<file path="config.mk">
export PLATFORM = sky130hd
export DESIGN_NAME = divider_nr_seq
export DESIGN_NICKNAME = d
export VERILOG_FILES = /design/src/rtl/divider_nr_seq.sv
export SDC_FILE = /design/constraint.sdc
export NUM_CORES = 1
export LEC_CHECK = 0
export ABC_AREA = 1
export CORE_ASPECT_RATIO = 1.5
export CORE_MARGIN = 3
export CORE_UTILIZATION = 25
export CTS_BUF_LIST = sky130_fd_sc_hd__clkbuf_4
export DETAILED_ROUTE_END_ITERATION = 6
export PLACE_DENSITY = 0.49
export SYNTH_ARGS = -nofsm -noshare
export SYNTH_HDL_FRONTEND = slang
export SYNTH_SLANG_ARGS = --single-unit
</file>
<file path="constraint.sdc">
create_clock -name clk -period 12.9 [get_ports clk]
set_clock_uncertainty 0.1 [all_clocks]
set_input_delay 3.87 -clock clk [delete_from_list [all_inputs] [get_ports clk]]
set_output_delay 3.87 -clock clk [all_outputs]
set_load 0.01 [all_outputs]
</file>
<file path="src/rtl/divider_nr_seq.sv">
// divider_nr_seq
//   Iterative non-restoring integer divider with valid/ready handshakes on both
//   sides. Resolves IPC quotient bits per clock, so a normal division occupies
//   DW/IPC CALC cycles plus one FIX cycle. Supports unsigned and signed
//   (truncating) division. Divide-by-zero and signed overflow are resolved at
//   accept time without iterating.
//
// Ports
//   clk        in   1   clock, rising edge
//   rst        in   1   asynchronous active-high reset
//   in_valid   in   1   request valid
//   in_ready   out  1   block idle and able to accept a request
//   dividend   in   DW  dividend A
//   divisor    in   VW  divisor B
//   sgn        in   1   1 = two's-complement operands, 0 = unsigned
//   flush      in   1   synchronous abort of whatever is in flight
//   out_valid  out  1   result valid (held until out_ready)
//   out_ready  in   1   consumer accepts the result
//   quotient   out  DW  quotient
//   remainder  out  VW  remainder
//   dz         out  1   divisor was zero
//   ovf        out  1   signed most-negative / -1
module divider_nr_seq #(
  parameter int DW  = 32,
  parameter int VW  = 16,
  parameter int IPC = 1
) (
  input  logic          clk,
  input  logic          rst,
  input  logic          in_valid,
  output logic          in_ready,
  input  logic [DW-1:0] dividend,
  input  logic [VW-1:0] divisor,
  input  logic          sgn,
  input  logic          flush,
  output logic          out_valid,
  input  logic          out_ready,
  output logic [DW-1:0] quotient,
  output logic [VW-1:0] remainder,
  output logic          dz,
  output logic          ovf
);

  localparam int N  = DW / IPC;          // CALC cycles per division
  localparam int CW = $clog2(N + 1);     // iteration counter width
  localparam int PW = VW + 2;            // signed partial remainder width

  typedef enum logic [1:0] {
    S_IDLE,
    S_CALC,
    S_FIX,
    S_DONE
  } state_t;

  state_t        state_q, state_d;
  logic [CW-1:0] cnt_q, cnt_d;
  logic [PW-1:0] prem_q, prem_d;
  // Holds the dividend magnitude; its MSBs shift into prem while quotient
  // bits shift in at the bottom, so it ends CALC holding |quotient|.
  logic [DW-1:0] acc_q, acc_d;
  logic [VW-1:0] bmag_q, bmag_d;
  logic          negq_q, negq_d;        // quotient must be negated
  logic          negr_q, negr_d;        // remainder must be negated
  logic [DW-1:0] quot_q, quot_d;
  logic [VW-1:0] rem_q, rem_d;
  logic          dz_q, dz_d;
  logic          ovf_q, ovf_d;

  // ---------------------------------------------------------------------------
  // Operand decode at the input boundary
  // ---------------------------------------------------------------------------
  logic          a_neg, b_neg;
  logic [DW-1:0] a_mag;
  logic [VW-1:0] b_mag;
  logic          is_dz, is_ovf;

  assign a_neg  = sgn & dividend[DW-1];
  assign b_neg  = sgn & divisor[VW-1];
  // The most-negative value negates to itself, which is its correct
  // unsigned magnitude.
  assign a_mag  = a_neg ? -dividend : dividend;
  assign b_mag  = b_neg ? -divisor  : divisor;
  assign is_dz  = (divisor == '0);
  assign is_ovf = sgn && (dividend == {1'b1, {(DW-1){1'b0}}}) && (divisor == {VW{1'b1}});

  // ---------------------------------------------------------------------------
  // IPC non-restoring steps per clock
  // ---------------------------------------------------------------------------
  logic [PW-1:0] bext;
  logic [PW-1:0] step_prem;
  logic [DW-1:0] step_acc;
  logic [PW-1:0] p_v;
  logic [DW-1:0] a_v;

  assign bext = {2'b00, bmag_q};

  always_comb begin
    p_v = prem_q;
    a_v = acc_q;
    for (int i = 0; i < IPC; i++) begin
      // prem stays within [-|B|, |B|) so the shift never disturbs its sign.
      p_v = {p_v[PW-2:0], a_v[DW-1]};
      a_v = {a_v[DW-2:0], 1'b0};
      if (p_v[PW-1]) begin
        p_v = p_v + bext;
      end else begin
        p_v = p_v - bext;
      end
      a_v[0] = ~p_v[PW-1];
    end
    step_prem = p_v;
    step_acc  = a_v;
  end

  // ---------------------------------------------------------------------------
  // Final correction and sign application
  // ---------------------------------------------------------------------------
  logic [VW-1:0] rem_mag;
  logic [DW-1:0] fix_quot;
  logic [VW-1:0] fix_rem;

  // The corrected remainder lies in [0, |B|) so its low VW bits are exact.
  assign rem_mag  = prem_q[VW-1:0] + (prem_q[PW-1] ? bmag_q : '0);
  assign fix_quot = negq_q ? -acc_q : acc_q;
  assign fix_rem  = negr_q ? -rem_mag : rem_mag;

  // ---------------------------------------------------------------------------
  // FSM next state and datapath next values
  // ---------------------------------------------------------------------------
  always_comb begin
    state_d = state_q;
    cnt_d   = cnt_q;
    prem_d  = prem_q;
    acc_d   = acc_q;
    bmag_d  = bmag_q;
    negq_d  = negq_q;
    negr_d  = negr_q;
    quot_d  = quot_q;
    rem_d   = rem_q;
    dz_d    = dz_q;
    ovf_d   = ovf_q;

    if (flush) begin
      // Abort wins over any coincident accept or output handshake.
      state_d = S_IDLE;
    end else begin
      case (state_q)
        S_IDLE: begin
          if (in_valid) begin
            prem_d = '0;
            acc_d  = a_mag;
            bmag_d = b_mag;
            negq_d = a_neg ^ b_neg;
            negr_d = a_neg;
            cnt_d  = '0;
            if (is_dz) begin
              dz_d    = 1'b1;
              ovf_d   = 1'b0;
              quot_d  = '1;
              rem_d   = dividend[VW-1:0];
              state_d = S_DONE;
            end else if (is_ovf) begin
              dz_d    = 1'b0;
              ovf_d   = 1'b1;
              quot_d  = dividend;
              rem_d   = '0;
              state_d = S_DONE;
            end else begin
              dz_d    = 1'b0;
              ovf_d   = 1'b0;
              state_d = S_CALC;
            end
          end
        end
        S_CALC: begin
          prem_d = step_prem;
          acc_d  = step_acc;
          cnt_d  = cnt_q + 1'b1;
          if (cnt_q == CW'(N - 1)) begin
            state_d = S_FIX;
          end
        end
        S_FIX: begin
          quot_d  = fix_quot;
          rem_d   = fix_rem;
          state_d = S_DONE;
        end
        S_DONE: begin
          if (out_ready) begin
            state_d = S_IDLE;
          end
        end
        default: state_d = S_IDLE;
      endcase
    end
  end

  always_ff @(posedge clk or posedge rst) begin
    if (rst) begin
      state_q <= S_IDLE;
      cnt_q   <= '0;
      prem_q  <= '0;
      acc_q   <= '0;
      bmag_q  <= '0;
      negq_q  <= 1'b0;
      negr_q  <= 1'b0;
      quot_q  <= '0;
      rem_q   <= '0;
      dz_q    <= 1'b0;
      ovf_q   <= 1'b0;
    end else begin
      state_q <= state_d;
      cnt_q   <= cnt_d;
      prem_q  <= prem_d;
      acc_q   <= acc_d;
      bmag_q  <= bmag_d;
      negq_q  <= negq_d;
      negr_q  <= negr_d;
      quot_q  <= quot_d;
      rem_q   <= rem_d;
      dz_q    <= dz_d;
      ovf_q   <= ovf_d;
    end
  end

  assign in_ready  = (state_q == S_IDLE);
  assign out_valid = (state_q == S_DONE);
  assign quotient  = quot_q;
  assign remainder = rem_q;
  assign dz        = dz_q;
  assign ovf       = ovf_q;

endmodule

</file>
## Word level (Yosys, flattened, before mapping)

Index checks and enable logic that the tools add are counted.

- Bits in registers: 126
- Logic and storage cells: 75

- Bitwise operators: 5
- Muxes and demuxes: 30
- Reductions and logical operators: 10
- Add/sub/neg operators: 8
- Equality and inequality tests: 11

Operators with widths:

| cell | count |
|---|---|
| $mux 32 | 6 |
| $pmux 32 s2 | 2 |
| $mux 16 | 6 |
| $neg 32->32 | 2 |
| $mux 18 | 2 |
| $pmux 18 s2 | 1 |
| $eq 32x32->1 const B | 1 |
| $neg 16->16 | 2 |
| $pmux 16 s2 | 1 |
| $add 18x16->18 | 1 |
| $sub 18x16->18 | 1 |
| $add 16x16->16 | 1 |
| $eq 16x16->1 const B | 1 |
| $logic_not 16->1 | 1 |
| $mux 2 | 6 |
| $pmux 6 s2 | 1 |
| $reduce_and 3->1 | 3 |
| $pmux 2 s4 | 1 |
| $add 6x1->6 const B | 1 |
| $eq 6x5->1 const B | 1 |
| $mux 6 | 1 |
| $ne 3x2->1 const B | 2 |
| $eq 2x2->1 const B | 2 |
| $reduce_and 4->1 | 1 |
| 11 further kinds | 17 |

## Longest topological paths before layout

Gate-level depths: netlist of run 1.

- Depth in word-level cells: 8
- Gate-level depth with buffers: 21
- Gate-level depth less buffers: 21

## Least setup slack after synthesis of run 1

No wires, ideal clock.

- Kind: input to register
- Start point: input port divisor[1]
- End point: register quot_q[10] (netlist: quotient[10])
- Setup slack: 7.323 ns
- Data required time: 12.670 ns
- Data arrival time: 5.347 ns
- Stages: 13
- Buffers on the path: 2
- Path through: inv_1 ha_1 inv_1 nor3_2 nand3_2 nor3_4 nand2_2 nand3_2 nand2_4 inv_2 buf_6 buf_2 a31oi_1

- Longest elaborated chain between the ends: 4

Ends and longest elaborated chain:

| item | line | RTL |
|---|---|---|
| start, declared | 33 | `input logic [VW-1:0] divisor,` |
| $eq 16x16->1 or $logic_not 16->1 (tied branches) | 84, 83 |  |
| $logic_and 1x1->1 or $mux 32 (tied branches) | 84, 156 |  |
| $ne 3x1->1 (no line) or $mux 32 (tied branches) | n/a |  |
| $reduce_and 4->1 (no line) or $pmux 32 s2 (tied branches) | n/a |  |
| end signal, assigned | 219 | `quot_q <= quot_d;` |
| end, declared | 64 | `logic [DW-1:0] quot_q, quot_d;` |

Parallel ways exist; a longest one is shown, timed or not. The select of a mux whose other input is x is not followed.
A chain may end at the register's enable or synchronous reset.

## Worst setup path after layout of run 1

- Start point: input port divisor[0]
- End point: register quot_q[22] (netlist: quotient[22])

The elaborated chain is that of the path after synthesis.

==> results.md, run 1 <==
Drt:
- The DRC marker count from the first detailed-route iteration is 655.
- The DRC violation count after routing is 0.
- The detailed router put a total of ~14000 µm of wire on met1.
- Detailed routing inserted a total of approximately 11000 vias.
- Routed signal wires occupy layers up through met4.
- The first TritonRoute pass finished after 5 iterations.
- The final wirelength is about 39000 µm.
- The met2 layer wire length in the routed design is around 22000 µm.
- The total length of routed met3 wires is 1300 µm.
- Dividing the detail-routed wire length by the instance count gives 18.3 µm.
- Using the TritonRoute via totals, the vias-per-cell ratio works out to 4.97.
- The remaining antenna violation count after routing is 0.

Yosys:
- The Yosys step of the flow raised 0 warnings.
- The count of cell types in the netlist is 47.
- The cell area after synthesis is 10000 µm².
- The number of nets handed over by synthesis was 1619.
- For this run, the register share of the synthesized area comes to 31.4%.
- The cell type with the largest total area after synthesis is dfrtp_1.
- In this run, synthesis produced a sequential element count of 126.
- Yosys attributes the largest share of cell area to dfrtp_1, nand2_1, o21ai_0.
- Dividing the synthesized area by the synthesized cell count gives 6.61 µm².
- The area fraction of the dominant cell type after synthesis is 31.4%.
- Counting every instance in the synthesized netlist gives around 1500.

Critical path:
- The setup check on the worst reg-to-reg path leaves a slack of roughly 9000 ps.
- The worst flop-to-flop path endpoint is acc_q[0].
- Data arrives at the worst endpoint at around 6800 ps.
- The setup path with the least slack is of type in2reg.
- Traced cell by cell, the critical path runs through clkdlybuf4s50_1 -> inv_1 -> ha_1 -> inv_1 -> nor3_2 -> nand3_2 -> nor3_4 -> nand2_2 -> inv_1 -> o21ai_0 -> o21ai_0 -> nand2_1 -> nand2_1.
- The reg-to-reg startpoint is bmag_q[0].
- Counting cells, the worst reg-to-reg path comes to 18.
- The slowest stage of the critical path is the inv_1 cell.
- The cell class contributing the biggest share of worst-path delay is buffers and inverters.
- The top fanout value on the critical path is 24.
- STA puts the critical path data required time at 13370 ps.
- Among the stages of the critical path, the cell type that occurs most often is inv_1.
- The critical path contains buffers and inverters numbering 4 combined.
- STA classifies the critical path startpoint as an input pin.
- The longest individual stage delay on the worst path is 730 ps.
- STA classifies the critical path endpoint as a register.

Die:
- Measured along the x axis, the die boundary spans 170 µm.
- The core region is 39500 µm².
- The die is 251 µm tall.
- The floorplan die area is 42700 µm².
- The floorplan has about 90 rows.
- The effective utilization at floorplan is 25.4%.
- Pin placement for this block handled 106 I/O pins.

GRT:
- The wire length of the first global-routing pass is just under 60000 µm.
- The number of global-route vias before repair was between 10000 and 15000.
- The initial antenna violation count is 1.
- Entering global routing, the biggest net connects 76 pins.
- Global routing consumed, over all layers together, 18.1% of the routing resources.
- For this run the aggregate overflow at the end of global routing stands at 0.

STA:
- Setup violations remaining at the end of the flow were counted as 0.
- The slew at the pin with the worst max-slew slack is about 950 ps.
- The hold violation count in the final report was 0.
- The final cycle utilization of the critical path is between 40% and 50%.
- The max-slew violation count is 0.
- Setup repair after global routing left no endpoint under its margin.
- For the finished layout, the period the worst path requires is 6300 ps.
- Static timing analysis puts the maximum clock frequency at 0.159 GHz.
- The tightest slew margin relative to the limit is 36.9%.
- The final total negative setup slack is 0 ps.
- The setup slack after layout is 6600 ps.

Run status:
- The run finished with clean final reports.

CTS:
- The clock-pin slew on the worst setup and hold paths is 120 ps.
- Once the clock tree was built, the setup fixing pass inserted 0 buffers.
- The clock tree from TritonCTS is done.
- The number of clock sinks seen by CTS is 126.
- Gates resized during post-CTS repair numbered 0.
- The clock root buffer master is clkbuf_4.
- TritonCTS created 17 clock buffers.
- The H-tree was split into 4 levels.
- The longest clock path from root to sink contains 2 buffers.
- The number of buffers added to fix hold violations after cts is 0.
- The clock insertion delay at the later pin of the skew report is 630 ps.

Worst hold path:
- The worst hold path terminates at dz.
- The path class of the lowest-slack min-delay path is reg2reg.
- In this run the most critical hold path is launched from dz.
- The worst hold path stage count is 2.

Place:
- The global placement routability congestion is 0.893.
- In this run the tool buffered the top-level ports with 105 buffer cells.
- Before CTS, the worst setup slack after placement is 5880 ps.
- The wire-length estimate of the detail-placed layout is 29800 µm.
- The number of cells in the design after placement is 2084.

Power and ir drop:
- After layout, the design draws a total of 2.78 mW.
- The worst-case IR drop observed on VDD is 0.0604 mV.
- The analysis attributes to cell leakage a power of 5.51 nW.
- The power per standard cell area is roughly 230 nW/µm².

Final layout:
- The area growth from synthesis to layout is 18.6%.
- In the final layout, the share of cells above drive strength 1 is 4.15%.
- The filler cells instantiated in the layout total 4339.
- Once layout is complete, the cells apart from fillers number 2116.
- The number of nets in the layout is 1702.

Run:
- The tool flagged a number of max-cap violations equal to 0.
==> stage by stage <==
step | area (µm²) | hold WS (ps) | utilization (%)
global route | 11900 | 471 | 30.1
global placement | 11600 | 412 | 29.3
CTS | 11900 | 449 | 30.1
detailed placement | 11600 | 417 | 29.3
floorplan | 10000 | 383 | -
finish | 11900 | 440 | 30.1
==> where the power goes <==
| part | internal, mW | switching, mW |
|---|---|---|
| clock | 0.181 | 0.170 |
| sequential | 0.575 | 0.207 |
| combinational | 0.606 | 1.04 |
| total | 1.36 | 1.42 |
==> Yosys cell counts (all sizes together) <==
cell type,n
nor4,10
nand3b,7
or2,7
clkinv,2
a21o,2
o21bai,4
a31oi,36
o31ai,6
a211oi,1
xor2,33
buf,16
o211ai,22
nand2,344
nor3,31
fa,2
dfrtp,126
nand4,24
a31o,1
a22oi,3
o21ai,183
ha,43
clkbuf,37
a21oi,117
o2111ai,1
o22ai,6
nor2,170
and2,3
xnor2,4
nand3,100
inv,176
and3,2
a2bb2oi,1
==> flip-flops by register name, summed over array words and instances (netlist names), 2 cells and up <==
name,flops
acc_q,32
quotient,32
prem_q,18
bmag_q,16
remainder,16
cnt_q,6
state_q,2
==> cells in the final DEF, fill, tap and decap left out, types with 5 or more instances in the layout <==
cell	instances
buf_4	12
o31ai_1	6
clkdlybuf4s50_1	105
nand4_1	23
xor2_1	33
o211ai_1	22
or2_2	5
nor3_1	28
nand3_1	97
inv_1	174
nor2_1	162
dfrtp_1	126
bufinv_16	5
o21ai_0	179
clkbuf_4	22
nand3b_1	7
nor4_1	10
ha_1	43
o22ai_1	6
a31oi_1	36
clkinv_1	5
nor2_2	7
a21oi_1	117
nand2_1	340
==> worst max-delay path by stage <==
stage                            from            to  slack (ps)  cells past startpoint
after CTS                  divisor[0]  quotient[22]        6540                     13
final                      divisor[0]  quotient[22]        6600                     13
after floorplan                   rst      acc_q[0]        5570                      1
after global placement     divisor[0]  quotient[22]        5860                     13
after global routing      dividend[1]   quotient[4]        6310                     14
after detailed placement   divisor[0]  quotient[22]        5880                     13
==> routing by layer <==
layer  track usage, %  vias to the layer above
met4             6.03                        0
met3             2.93                       61
met1             18.6                     4927
met5                0                        -
met2             36.2                      261
li1                 -                     5257
==> logic make-up after synthesis <==
group                    Yosys count  synth area share [%]
AO/OA/AOI/OAI                    383                  20.7
XOR/XNOR                          37                  3.23
buffers and inverters            231                  8.98
flip-flops                       126                  31.4
AND/OR/NAND/NOR                  698                  30.0
adder cells (fa/ha/maj)           45                  5.76
==> worst reg2reg max path, stage by stage, from the launching register on <==
cell      delay, ps
dfrtp_1         440
inv_1           100
ha_1            180
inv_1            40
nor2_1          150
nand2_1         100
nor3_1          230
inv_1            90
nor4_1          270
nor2_1          100
xor2_1          290
ha_1            380
a21oi_1         200
o21ai_0         170
a21oi_1         190
nand3_1         110
o21ai_0         520
o211ai_1        200
o21ai_0         120
==> layout make-up <==
class | instances | area [µm²] | share of cell area (%)
clock inverters | 9 | 166 | 1.40
well taps | 500 | 626 | 5.25
diodes | 1 | 2.50 | 0.0210
multi-input cells | 1163 | 5990 | 50.2
inverters | 178 | 673 | 5.65
clock buffers | 22 | 165 | 1.39
repair buffers | 117 | 1140 | 9.58
flip-flops and latches | 126 | 3150 | 26.5
Note: power is estimated with default switching activity, not from simulation.
==> inputs of run 2 (changes only) <==
clock period = 6.3 ns   (was 12.9 ns; I/O delays follow)
==> results.md, run 2 (synthesis results as in run 1) <==
STA:
- The final cycle utilization of the critical path is between 60% and 70%.
- Counting I/O delays and the setup requirement, the final critical path takes ~4400 ps.
- The worst hold margin is 447 ps.
- Static timing analysis puts the maximum clock frequency at 0.229 GHz.
- Setup repair after global routing left no endpoint under its margin.
- The slew at the pin with the worst max-slew slack is 876 ps.
- The hold violation count in the final report is 0.
- The final total negative setup slack is 0 ps.
- The max-slew violation count is 0.
- Setup violations remaining at the end of the flow were counted as 0.
- In this run the tightest slew margin relative to its limit is 41.5%.

Die:
- The vertical die dimension is 251 µm.
- For this configuration, the core starts out at a cell density of around a quarter.
- The floorplan die area is 42700 µm².
- During I/O placement, the number of pins put on the boundary was roughly 110.
- The floorplan has 89 rows.
- The die extent in x is 170 µm.
- The total area inside the core boundary comes to between 30000 and 40000 µm².

CTS:
- After clock tree synthesis, the setup repair step added 0 buffers.
- The tree is rooted in a clkbuf_4.
- The number of buffers added by the clock tree synthesis step is 17.
- The clock insertion delay at the later pin of the skew report is 640 ps.
- The number of buffers added to fix hold violations after cts is 0.
- The post-cts gate resize count is 0.
- The CTS H-tree depth is 4.
- No sink is reached through more buffers than the 2 on the longest clock path.
- The number of clock sinks seen by CTS is around 130.
- The clock-pin slew on the worst setup and hold paths is 140 ps.
- The clock tree from TritonCTS is done.

Power and ir drop:
- Net switching is 51.9% of the power.
- The analysis attributes to net switching a power of 2.92 mW.
- The combinational group share of total power is 59.9%.
- The clock group share of total power is 11.6%.
- Sequential cells burn 28.4% of the power.
- The largest vdd supply drop is about 0.14 mV.
- Dividing total power by cell area gives a power density of 472 nW/µm².
- The internal portion of the total power is 2.71 mW.
- The leakage power is about 5.5 nW.

Final layout:
- Fill cells in the final layout number around 4300.
- Across the whole layout, storage elements account for 3150 µm².
- In the final layout, the share of cells above drive strength 1 is under 10%.
- The multi-input gate area in the final layout is 5990 µm².
- The finished layout holds around 2100 standard cells, fillers aside.
- Cells fill 30.2% of the core in the end.
- The finished cells cover 11900 µm².
- After the last flow step, the layout net total stands at 1706.
- The top cell types in the final layout, fill and taps aside, are nand2_1, o21ai_0, inv_1.
- The leading cell type in the layout, fill and taps excluded is nand2_1.
- From synthesis to final layout, the design area changed by 18.8%.

Drt:
- In the routed design, unresolved DRC markers number 0.
- The average wire per standard cell is 18.1 µm.
- The remaining antenna violation count after routing is 0.
- The first detailed-routing pass took 5 iterations.
- After the first detailed-routing iteration, the DRC count stood at 627.
- The final wirelength is 38400 µm.
- Across all layers, the routed design uses approximately 10000 vias.
- After detailed routing, the number of vias per cell comes to 4.94.

Critical path:
- In this run the worst path has a maximum fanout of ~40.
- The arrival time of data at the critical path endpoint is 4800 ps.
- By startpoint and endpoint, the worst setup path is classified as in2reg.
- The worst setup path is captured at a register.
- The startpoint type of the worst setup path is an input pin.
- For the worst setup path, the data required time is ~6700 ps.

Place:
- The HPWL after detailed placement is ~30000 µm.
- The number of cells in the design after placement is approximately 2100.
- Once placement finished, the instance area stood at 11600 µm².
- The count of buffers from port buffering is 105.
- Routability-driven placement finished with a final weighted congestion of around 0.9.

GRT:
- The initial antenna violation count is 1.
- The maximum number of pins on one net before global-route repair is 75.
- The first global-routing pass estimated approximately 59000 µm of wire.
- The number of global-route vias before repair is 10500.
- Global routing consumed, over all layers together, 18.0% of the routing resources.
- The sum of overflow across all layers after global routing is 0.

Run status:
- The flow ran to the end, and the final reports show no timing, DRC or antenna violations.

Run:
- Across the run, the number of max-cap violations was 0.

Worst hold path:
- The path class of the lowest-slack min-delay path is reg2reg.
[run 2: metrics by stage]
step                      worst slack [ps]  power (mW)
after floorplan                        954        3.75
after global placement                1380        4.96
after detailed placement              1290        5.00
after CTS                             1970        5.68
after global routing                  1700        6.19
final                                 1940        5.63
[run 2: area by class of cell]
cell class / instances / area share (%)
Clock buffer: 18 / 1.13
Tap cell: 500 / 5.25
Timing Repair Buffer: 121 / 9.92
Antenna cell: 1 / 0.0210
Sequential cell: 126 / 26.4
Clock inverter: 14 / 1.41
Inverter: 178 / 5.64
Multi-Input combinational cell: 1163 / 50.2
[run 2: worst max-delay path, stage by stage]
cell	delay [ps]
clkdlybuf4s50_1	520
inv_1	120
ha_1	180
nand3_2	130
nor2_4	150
nand4_2	160
nor2_1	230
nand3_1	130
nand3_2	130
nand2_4	150
inv_2	480
buf_12	280
nor2_1	60
a31oi_1	150
[run 2: final timing paths]
check | depth (start not counted) | slack (ps) | from | end
max in group asynchronous | 3 | 3560 | rst | acc_q[13]
setup reg to reg | 18 | 2420 | bmag_q[0] | acc_q[0]
hold / removal | 2 | 450 | prem_q[8] | prem_q[8]
setup / recovery | 14 | 1940 | dividend[1] | quotient[7]
hold reg to reg | 2 | 450 | prem_q[8] | prem_q[8]
min in group asynchronous | 2 | 1620 | rst | quotient[0]
[run 2: power by group through the flow]
stage / registers (mW) / clock network [mW] / logic (mW)
finish: 1.60 / 0.655 / 3.37
global route: 1.65 / 0.705 / 3.83
CTS: 1.61 / 0.674 / 3.40
detailed placement: 1.62 / 0 / 3.38
global placement: 1.62 / 0 / 3.34
floorplan: 1.51 / 0 / 2.24
[run 2: layer usage]
layer | GRT usage, % | up-vias | routed length [µm]
met2 | 34.9 | 214 | 21300
met1 | 18.5 | 4925 | 14200
met4 | 8.00 | 0 | 1680
met3 | 3.09 | 68 | 1250
met5 | 0 | - | 0
li1 | - | 5271 | -
==> inputs of run 3 (changes only) <==
PLACE_DENSITY = 0.5   (was 0.49)
clock period = 3.7 ns   (was 6.3 ns; I/O delays follow)
==> results.md, run 3 (synthesis results as in run 1) <==
Final layout:
- The post-route netlist has 8.00% of its cells at a drive strength greater than 1.
- The synthesis-to-finish area growth is 23.5%.
- The multi-input gate area in the final layout is around 6000 µm².
- The summed area of non-filler cells in the final layout is ~12000 µm².
- The number of nets in the layout is 1762.
- Counting the fill cells in the layout gives approximately 4300.
- The library cells used most frequently in the layout, excluding fill and tap cells, are nand2_1, o21ai_0, inv_1.
- Leaving out fill and tap cells, the most frequent cell in the layout is nand2_1.
- The area used by sequential logic in the layout is ~3200 µm².

CTS:
- TritonCTS built the clock tree.
- The clock insertion delay at the later pin of the skew report is 620 ps.
- The clock tree synthesis step divided the H-tree into 4 levels.
- In this run, CTS created clock tree buffers numbering 17.
- The number of clock sinks seen by CTS is 126.
- The clock root buffer master is clkbuf_4.
- The number of buffers added to fix hold violations after cts is 0.
- The clock-pin slew on the worst setup and hold paths is 120 ps.
- Counting along the longest clock path gives a buffer depth of 2.

Place:
- At the end of routability-driven placement, the weighted congestion stood at 0.889.
- The count of buffers from port buffering is 105.
- The HPWL after detailed placement is 30600 µm.
- The total cell area at the placement stage is 12100 µm².
- The setup slack at placement is 0.290 ps.

GRT:
- The wire length of the first global-routing pass is ~60000 µm.
- The maximum number of pins on one net before global-route repair is 88.
- The initial antenna violation count is 1.
- Global routing used between 10% and 20% of the available tracks.
- The number of global-route vias before repair was 10500.
- The sum of overflow across all layers after global routing is 0.

Power and ir drop:
- For this design the ratio of total power to cell area is 782 nW/µm².
- Summing internal, switching and leakage power gives 9.70 mW.
- Summed over all cells, the static leakage comes to 5.79 nW.
- The worst-case IR drop observed on VDD is 0.246 mV.

STA:
- The tightest slew margin relative to the limit is 43.1%.
- The setup slack after layout is 350 ps.
- At the pin with the least slew margin, the transition time is ~850 ps.
- The final setup violation count is 0.
- For this run, the top clock speed supported by timing is 0.299 GHz.
- The max-slew violation count was 0.
- The hold violation count in the final report is 0.
- The final cycle utilization of the critical path is 90.5%.
- The shortest period the worst path allows is 3350 ps.
- Setup repair after global routing left no endpoint under its margin.
- The final total negative setup slack is 0 ps.

Die:
- Once the floorplan was initialized, standard cells occupied 25.4% of the core.
- The die extent in x is 170 µm.
- The die covers 42700 µm².
- The area of the placeable core is 39500 µm².
- The floorplan has 89 rows.
- The vertical die dimension is 251 µm.
- The I/O pin total is about 110.

Critical path:
- STA puts the critical path data required time at about 4100 ps.
- The kind of end point of the critical path is a register.
- Of all nets on the critical path, the largest fanout is 4.
- The critical path in this run is classified as reg2reg.
- Data on the critical path arrives at its endpoint at 3740 ps.
- The startpoint type of the worst setup path is a register.

Drt:
- The via density per instance is slightly below 5.
- The remaining antenna violation count after routing is 0.
- Wires add up to ~40000 µm.
- The DRC marker count from the first detailed-route iteration is 608.
- The via count is 10700.
- The DRC violation count after routing is 0.
- The pre-antenna-repair detailed-routing pass consisted of 5 iterations.
- In the final routed layout, each cell accounts on average for 17.9 µm.

Run status:
- The flow ran to the end, and the final reports show no timing, DRC or antenna violations.

Run:
- The number of max-cap violations is 0.

Worst hold path:
- The path class of the lowest-slack min-delay path is reg2reg.
[run 3: worst max-delay path: stages (launching register included)]
cell	delay, ps
dfrtp_1	400
inv_1	70
ha_1	170
inv_1	50
nor2_2	120
nand2_1	100
nor3_2	160
inv_1	110
nor4_4	160
nor2_1	80
xor2_1	180
ha_1	370
a21oi_2	160
o21ai_0	160
a21oi_1	200
nand3_1	110
a21oi_1	130
o21ai_0	100
buf_4	150
o211ai_1	60
o21ai_0	110
[run 3: metal layers]
layer | part of all wire, % | vias up | global-route usage (%)
li1 | - | 5384 | -
met1 | 38 | 5027 | 19.6
met2 | 55 | 236 | 35.0
met5 | 0 | - | 0
met3 | 3.8 | 58 | 2.92
met4 | 3.2 | 0 | 6.99
[run 3: final timing paths]
check,startpoint,to,slack [ps],cells after the start
setup / recovery,bmag_q[0],acc_q[0],350,20
hold / removal,quotient[23],quotient[23],410,2
setup reg to reg,bmag_q[0],acc_q[0],350,20
hold reg to reg,quotient[23],quotient[23],410,2
max in group asynchronous,rst,prem_q[11],2000,3
min in group asynchronous,rst,remainder[3],690,2
[run 3: stage by stage]
| step | hold slack (ps) | cells | utilization (%) |
|---|---|---|---|
| finish | 406 | 2181 | 31.4 |
| global route | 431 | 2181 | 31.4 |
| CTS | 410 | 2175 | 31.2 |
| detailed placement | 374 | 2143 | 30.5 |
| global placement | 371 | 2143 | 30.5 |
| floorplan | 383 | 1520 | - |
[run 3: cell type report]
| cell class | instances | share of cell area [%] |
|---|---|---|
| repair buffers | 177 | 13.1 |
| inverters | 178 | 5.42 |
| flip-flops and latches | 126 | 25.4 |
| clock inverters | 12 | 1.16 |
| well taps | 500 | 5.04 |
| diodes | 5 | 0.101 |
| multi-input cells | 1163 | 48.5 |
| clock buffers | 20 | 1.21 |
[run 3: repair_timing]
| item | in CTS | in global routing |
|---|---|---|
| buffers inserted | 0 | 1 |
| gates resized for setup | 0 | 6 |
| endpoints found under the setup margin | 0 | 2 |
[run 3: where the power goes]
group          total, mW  internal [mW]  leakage (nW)  switching (mW)
combinational       5.93           2.26          4.09            3.67
clock               1.08          0.484         0.154           0.600
sequential          2.69           2.01          1.54           0.681
==> RTL change 1: new RTL, flow settings as in run 3 <==
Make the reset (`rst`) synchronous in one clocked block. Comments in the files are not updated.
--- a/src/rtl/divider_nr_seq.sv
+++ b/src/rtl/divider_nr_seq.sv
@@ -195,7 +195,7 @@
     end
   end
 
-  always_ff @(posedge clk or posedge rst) begin
+  always_ff @(posedge clk) begin
     if (rst) begin
       state_q <= S_IDLE;
       cnt_q   <= '0;
Behaviour: differs if rst is asserted again (counterexample within 4 cycles, from zero or initial values and one cycle with rst high); with rst held inactive, the same outputs for 4 cycles.
==> RTL change 1 against run 3 <==
  * The flow now finishes with violations (design-rule violations)
  * Critical path depth stayed put
  * Sequential cell count stayed put
  * Non-clock buffer count is 13 lower
  * Final cell count is 2.2% higher
  * Sequential share of layout area is 4.4 points lower
  * Final area is 3.2% lower
  * Routed wire length is 0.29% lower
  * Via count is 3.2% higher
  * Worst setup slack better by 56 ps
  * Synthesized area is 1.6% lower
  * Critical endpoint is now acc_q[0]$_SDFFE_PP0P_
  * Largest cell class unchanged
  * Highest routed layer unchanged
Power is not compared: it rests on default switching activity, and its combinational part moved more than twofold at a synthesized area within 25%.
==> RTL change 1: results (changes against run 3) <==
----------------------------------------------------
[Final layout]
  Nets ... 1819 (+3.2%)
  Fill count ... 4358 (+1.4%)
  Share of final-layout standard cells stronger than drive strength 1 ... 8.136% (+0.14 points)
  Area added between synthesis and finish ... 21.48%

[Critical path]
  Critical path's slowest cell ... dfxtp_1
  Crit path max fanout ... 5 (+1)
  Cells on worst reg2reg path ... 20 (unchanged)
  Setup slack of the most critical reg-to-reg path ... 410 ps (+60 ps)
  Startpoint of the lowest-slack register-to-register path ... bmag_q[0]$_SDFFE_PP0P_
  Worst path max stage delay ... 380 ps (-20 ps)
  Data arrival time at the worst-slack endpoint ... 3750 ps (about the same)
  Endpoint of the worst register-to-register path ... acc_q[0]$_SDFFE_PP0P_

[CTS]
  Total setup buffers inserted after CTS ... 0 (unchanged)
  Clock buffers created by TritonCTS ... 17 (unchanged)
  Depth of the CTS H-tree ... 4 (unchanged)
  Maximum count of clock buffers along a single path ... 2 (unchanged)
  Source-to-sink clock delay at the later pin of the worst-skew pair ... 620 ps (about the same)
  Root Driver ... clkbuf_4
  Clk pin slew, worst setup/hold paths ... 130 ps

[Global routing]
  Tot GR Track Use ... 18.21% (+0.037 points)
  Pin count of the biggest net entering global routing ... 50 (-43%)
  Global-route wire length before repair ... 59.55 mm (-0.46%)
  Antenna violations before repair ... 2 (+1)
  Vias in the first global route ... 10.77k (+3.0%)

[Outcome]
  Violations in the final reports ... design-rule violations
  Status ... finished with violations

[Min path]
  Worst Hold Path EP ... cnt_q[1]$_SDFFE_PP0P_
  Worst hold path cell count ... 2 (unchanged)
  Hold Path Origin ... cnt_q[1]$_SDFFE_PP0P_
  HP Class ... reg2reg

[Placement]
  Routability-driven placement congestion ratio ... 0.8709 (-2.0%)
  Count of input and output buffers ... 105 (unchanged)
  DP Worst Slack ... 80.38 ps (+80.09 ps)
  Dpl cell area ... 11740 sq um (-2.6%)
  Detailed placement HPWL ... 30.87 mm (+0.98%)

[Synth]
  Total number of yosys warnings ... 0 (unchanged)
  Share of flip-flops with an asynchronous set or reset ... 0% (-100 points)
  Post-synthesis cell type count ... 55 (+17%)
  Synth cell count leaders ... nand2_1, inv_1, a21oi_1
  Sequential fraction of the synthesis area ... 25.52% (-5.9 points)
  Post-synth net total ... 1700 (+5.0%)
  Largest cells by area after synthesis ... dfxtp_1, nand2_1, a21oi_1, o21ai_0, inv_1

[Detailed routing]
  Iteration-0 DRC count of the detailed router ... 623 (+2.5%)
  Residual DRC ... 1 (+1)
  Vias per cell ... 4.954 (+0.94%)
  Number of detailed-route iterations in the first pass ... 7 (+2)
  Routed wirelength normalized by instance count ... 17.41 um (-2.5%)
  Number of nets with antenna violations after detailed routing ... 0 (unchanged)

[Power]
  Highest ir drop seen on vdd ... 0.1594 mV
  Leakage ... ~5.4 nW

[Run]
  Max capacitance violation total ... 0 (unchanged)

[Timing]
  Worst slew slack as a fraction of its limit ... 41.60% (-1.5 points)

----------------------------------------------------
RTL change 1: cell count changes in the layout (fill, tap and decap cells not counted), sizes merged, moves of 17 or more:
| cell | delta |
|---|---|
| dfxtp | +126 |
| inv | +29 |
| dfrtp | -126 |
| nor2 | -20 |
| a31oi | -17 |
| a21oi | +71 |
RTL change 1: how the worst max path moves through the flow:
stage | end | cells after the start | slack (ps)
2_1_floorplan | remainder[13]$_SDFFE_PP0P_ | 17 | 900
3_3_place_gp | quotient[15]$_SDFFE_PP0P_ | 16 | 100
3_5_place_dp | quotient[24]$_SDFFE_PP0P_ | 16 | 80
4_1_cts | acc_q[0]$_SDFFE_PP0P_ | 20 | 290
5_1_grt | acc_q[0]$_SDFFE_PP0P_ | 20 | 30
6_report | acc_q[0]$_SDFFE_PP0P_ | 20 | 410
RTL change 1: layer usage:
| layer | global-route usage [%] | share of wire [%] | up-vias |
|---|---|---|---|
| met1 | 18.30 | 37 | 5119 |
| met3 | 1.981 | 2.8 | 91 |
| met4 | 9.988 | 5.4 | 0 |
| li1 | - | - | 5594 |
| met5 | 0 | 0 | - |
| met2 | 35.75 | 55 | 244 |
RTL change 1: layout make-up:
class / count / area share (%)
tap: 495 / 5.158
timing repair buffer: 164 / 12.61
sequential: 126 / 21.01
clock buffer: 17 / 1.063
antenna: 2 / 0.04168
clock inverter: 15 / 1.042
multi-input combinational: 1202 / 52.52
inverter: 209 / 6.555
RTL change 1: power breakdown:
group          internal [W]  total [W]  leakage (nW)  switching, W
Clock              0.000325   0.000932         0.124      0.000607
Combinational      0.000419    0.00110          4.23      0.000683
Sequential          0.00143    0.00153          1.03     0.0000986
RTL change 1: worst max-delay path: cells and delay by family, from the launching register on:
family	cells	cell delay, ps
buf+inv	3	280
xor+xnor	1	90
compound gates	4	440
fa+ha+maj	1	350
flops	1	380
simple gates	11	1590
RTL change 1: per-stage QoR:
step	instances	hold slack (ps)
3_5_place_dp	2196	368.6
6_report	2230	386.3
2_1_floorplan	1601	346.2
3_3_place_gp	2196	364.9
5_1_grt	2230	416.3
4_1_cts	2228	386.0
RTL change 1: kinds of logic (layout without fill, tap and decap cells):
logic type | after synthesis | in the layout | synth area share [%]
flip-flops | 126 | 126 | 25.52
other | 0 | 2 | 0
buffers and inverters | 273 | 405 | 10.85
AO/OA/AOI/OAI | 449 | 449 | 24.59
XOR/XNOR | 42 | 42 | 3.722
adder cells (fa/ha/maj) | 45 | 45 | 5.849
AND/OR/NAND/NOR | 666 | 666 | 29.47
RTL change 1: timing repair:
item,in CTS,in global routing
gates resized for setup,0,4
endpoints found under the hold margin,0,0
endpoints found under the setup margin,0,3
==> RTL change 2: new RTL, flow settings as in run 3 <==
Made on the original files. Set the parameter `DW` to 16 (it was 32).
--- a/src/rtl/divider_nr_seq.sv
+++ b/src/rtl/divider_nr_seq.sv
@@ -21,7 +21,7 @@
 //   dz         out  1   divisor was zero
 //   ovf        out  1   signed most-negative / -1
 module divider_nr_seq #(
-  parameter int DW  = 32,
+  parameter int DW  = 16,
   parameter int VW  = 16,
   parameter int IPC = 1
 ) (
Ports: changed (resized dividend and quotient); port bits go from 106 to 74. No check against the original RTL was run, so the function may have changed too.
==> RTL change 2 against run 3 <==
  * Synthesized area fell by 22%
  * Power fell by 27%
  * Synthesized cell count fell by 24%
  * Routed wire length fell by 34%
  * Final area fell by 25%
  * Sequential cell count fell by 33
  * Non-clock buffer count fell by 75
  * Clock power fell by 44%
  * Worst setup slack improved by 150 ps
==> RTL change 2: results (changes against run 3) <==
----------------------------------------------------
[Detailed routing]
  Routed wirelength normalized by instance count ... 15.62 um (-12%)
  Vias post-DR ... 7837 (-27%)
  Number of detailed-route iterations in the first pass ... 5 (unchanged)
  DRT Wirelength ... 25.68 mm (-34%)
  Iteration-0 DRC count of the detailed router ... 489 (-20%)
  Residual DRC ... 0 (unchanged)

[Placement]
  Detailed placement HPWL ... 20.94 mm (-32%)
  DP Worst Slack ... 54.26 ps (+53.97 ps)
  Count of input and output buffers ... 73 (-30%)
  Number of placed cells counting well taps ... 1627 (-24%)
  Dpl cell area ... 9109 sq um (-24%)
  Routability-driven placement congestion ratio ... 0.9463 (+6.4%)

[Synth]
  Synth cell count leaders ... nand2_1, inv_1, nor2_1
  Total number of yosys warnings ... 0 (unchanged)
  Sequential fraction of the synthesis area ... 29.84% (-1.6 points)
  Post-synthesis cell type count ... 54 (+15%)
  Number of instances in the synthesized netlist ... 1160 (-24%)
  Largest cells by area after synthesis ... dfrtp_1, nand2_1, ha_1, o21ai_0, inv_1
  Share of flip-flops with an asynchronous set or reset ... 100.0% (unchanged)

[Final layout]
  Most flop-heavy register ... prem_q
  Nets ... 1322 (-25%)
  Fill count ... 3355 (-22%)
  Flip-flop count of the largest register after layout ... 18
  Share of final-layout standard cells stronger than drive strength 1 ... 8.286% (+0.29 points)

[Timing]
  Final cycle utilization of the critical path ... 86.54% (-4.0 points)
  Slew at the pin with the worst max-slew slack ... 843.0 ps (-9.756 ps)

[CTS]
  Depth of the CTS H-tree ... 3 (-1)
  Total setup buffers inserted after CTS ... 0 (unchanged)
  Maximum count of clock buffers along a single path ... 2 (unchanged)
  Source-to-sink clock delay at the later pin of the worst-skew pair ... 490 ps (-130 ps)
  Clock buffers created by TritonCTS ... 9 (-8)
  Clk pin slew, worst setup/hold paths ... 160 ps (+40 ps)
  Root Driver ... clkbuf_4

[Critical path]
  Crit path max fanout ... 6 (+2)
  Data arrival time at the worst-slack endpoint ... 3510 ps (-230 ps)

[Min path]
  HP Class ... reg2reg

[Global routing]
  Global-route wire length before repair ... 41.52 mm (-31%)
  Antenna violations before repair ... 2 (+1)
  Pin count of the biggest net entering global routing ... 44 (-50%)
  Met2 track demand over resource in global routing ... 28.66% (-6.3 points)
  Tot GR Track Use ... 15.61% (-2.6 points)
  GR Util met1 ... 17.81% (-1.7 points)
  Met3 track demand over resource ... 2.142% (-0.77 points)

[Power]
  Leakage ... 4.315 nW (-25%)
  Highest ir drop seen on vdd ... 0.1885 mV (-23%)

[Outcome]
  Status ... completed

----------------------------------------------------
## RTL change 2: changes by cell type in the layout (fill, tap and decap cells not counted), moves of 42 or more
cell	delta
o21ai_0	-70
nand2_1	-51
nor2_1	-46
inv_1	-43
a21oi_1	-44
buf_4	-42
## RTL change 2: metal layers
metal | routed length [um] | vias up
met5 | 0 | -
li1 | - | 3992
met2 | 13420 | 164
met1 | 10410 | 3622
met3 | 785 | 59
met4 | 1066 | 0
## RTL change 2: through the flow
stage | utilization, % | total power, W
floorplan | - | 0.005029
global placement | 29.82 | 0.006453
detailed placement | 29.82 | 0.006490
CTS | 30.28 | 0.007133
global route | 30.33 | 0.007874
finish | 30.33 | 0.007049
## RTL change 2: final cells by class
| type | count | share of cell area (%) |
|---|---|---|
| timing repair buffer | 102 | 10.51 |
| clock inverter | 7 | 0.7834 |
| inverter | 139 | 5.713 |
| sequential | 93 | 25.12 |
| clock buffer | 9 | 0.7293 |
| tap | 400 | 5.402 |
| multi-input combinational | 893 | 51.72 |
| antenna | 1 | 0.02701 |
## RTL change 2: logic make-up after synthesis
group	Yosys count	synth area share, %
AOI/OAI and AO/OA	243	17.82
buffers and inverters	174	8.903
DFF	93	29.84
and+or+nand+nor	567	31.70
adders and majority gates	46	7.571
muxes	1	0.1283
xor gates and xnor gates	36	4.042
## RTL change 2: worst paths after layout
kind	start	endpoint	slack [ps]	cells after the start
max	bmag_q[1]$_DFFE_PP0P_	acc_q[0]$_DFFE_PP0P_	500	20
min	remainder[8]$_DFFE_PP0P_	remainder[8]$_DFFE_PP0P_	410	2
max reg2reg	bmag_q[1]$_DFFE_PP0P_	acc_q[0]$_DFFE_PP0P_	500	20
min reg2reg	remainder[8]$_DFFE_PP0P_	remainder[8]$_DFFE_PP0P_	410	2
max in group asynchronous	rst	prem_q[3]$_DFFE_PP0P_	1900	3
min in group asynchronous	rst	ovf$_DFFE_PP0P_	910	2
## RTL change 2: power by group
group	leakage, nW	internal, W	switching [W]
registers	1.17	0.00145	0.000532
logic	3.07	0.00176	0.00272
clock network	0.0800	0.000211	0.000390
## RTL change 2: repair_timing
action,CTS,global route
hold buffers,0,0
endpoints found under the setup margin,0,2
hold endpoints to repair,0,0
resized for setup,0,3
## RTL change 2: worst max-delay path, stage by stage (launching register included)
cell and delay (ps):
dfrtp_1 450, inv_1 100, ha_1 140, inv_1 60, nor3_2 140, nand3_1 130
nor3_2 150, nand2_1 90, nand2_1 100, xnor2_1 110, ha_2 410, nand2_1 100
nor2_1 120, inv_1 70, nor3_1 190, nand4_1 110, nand4_1 150, a21oi_1 80
o21ai_1 170, nand2_1 80, o21ai_0 70
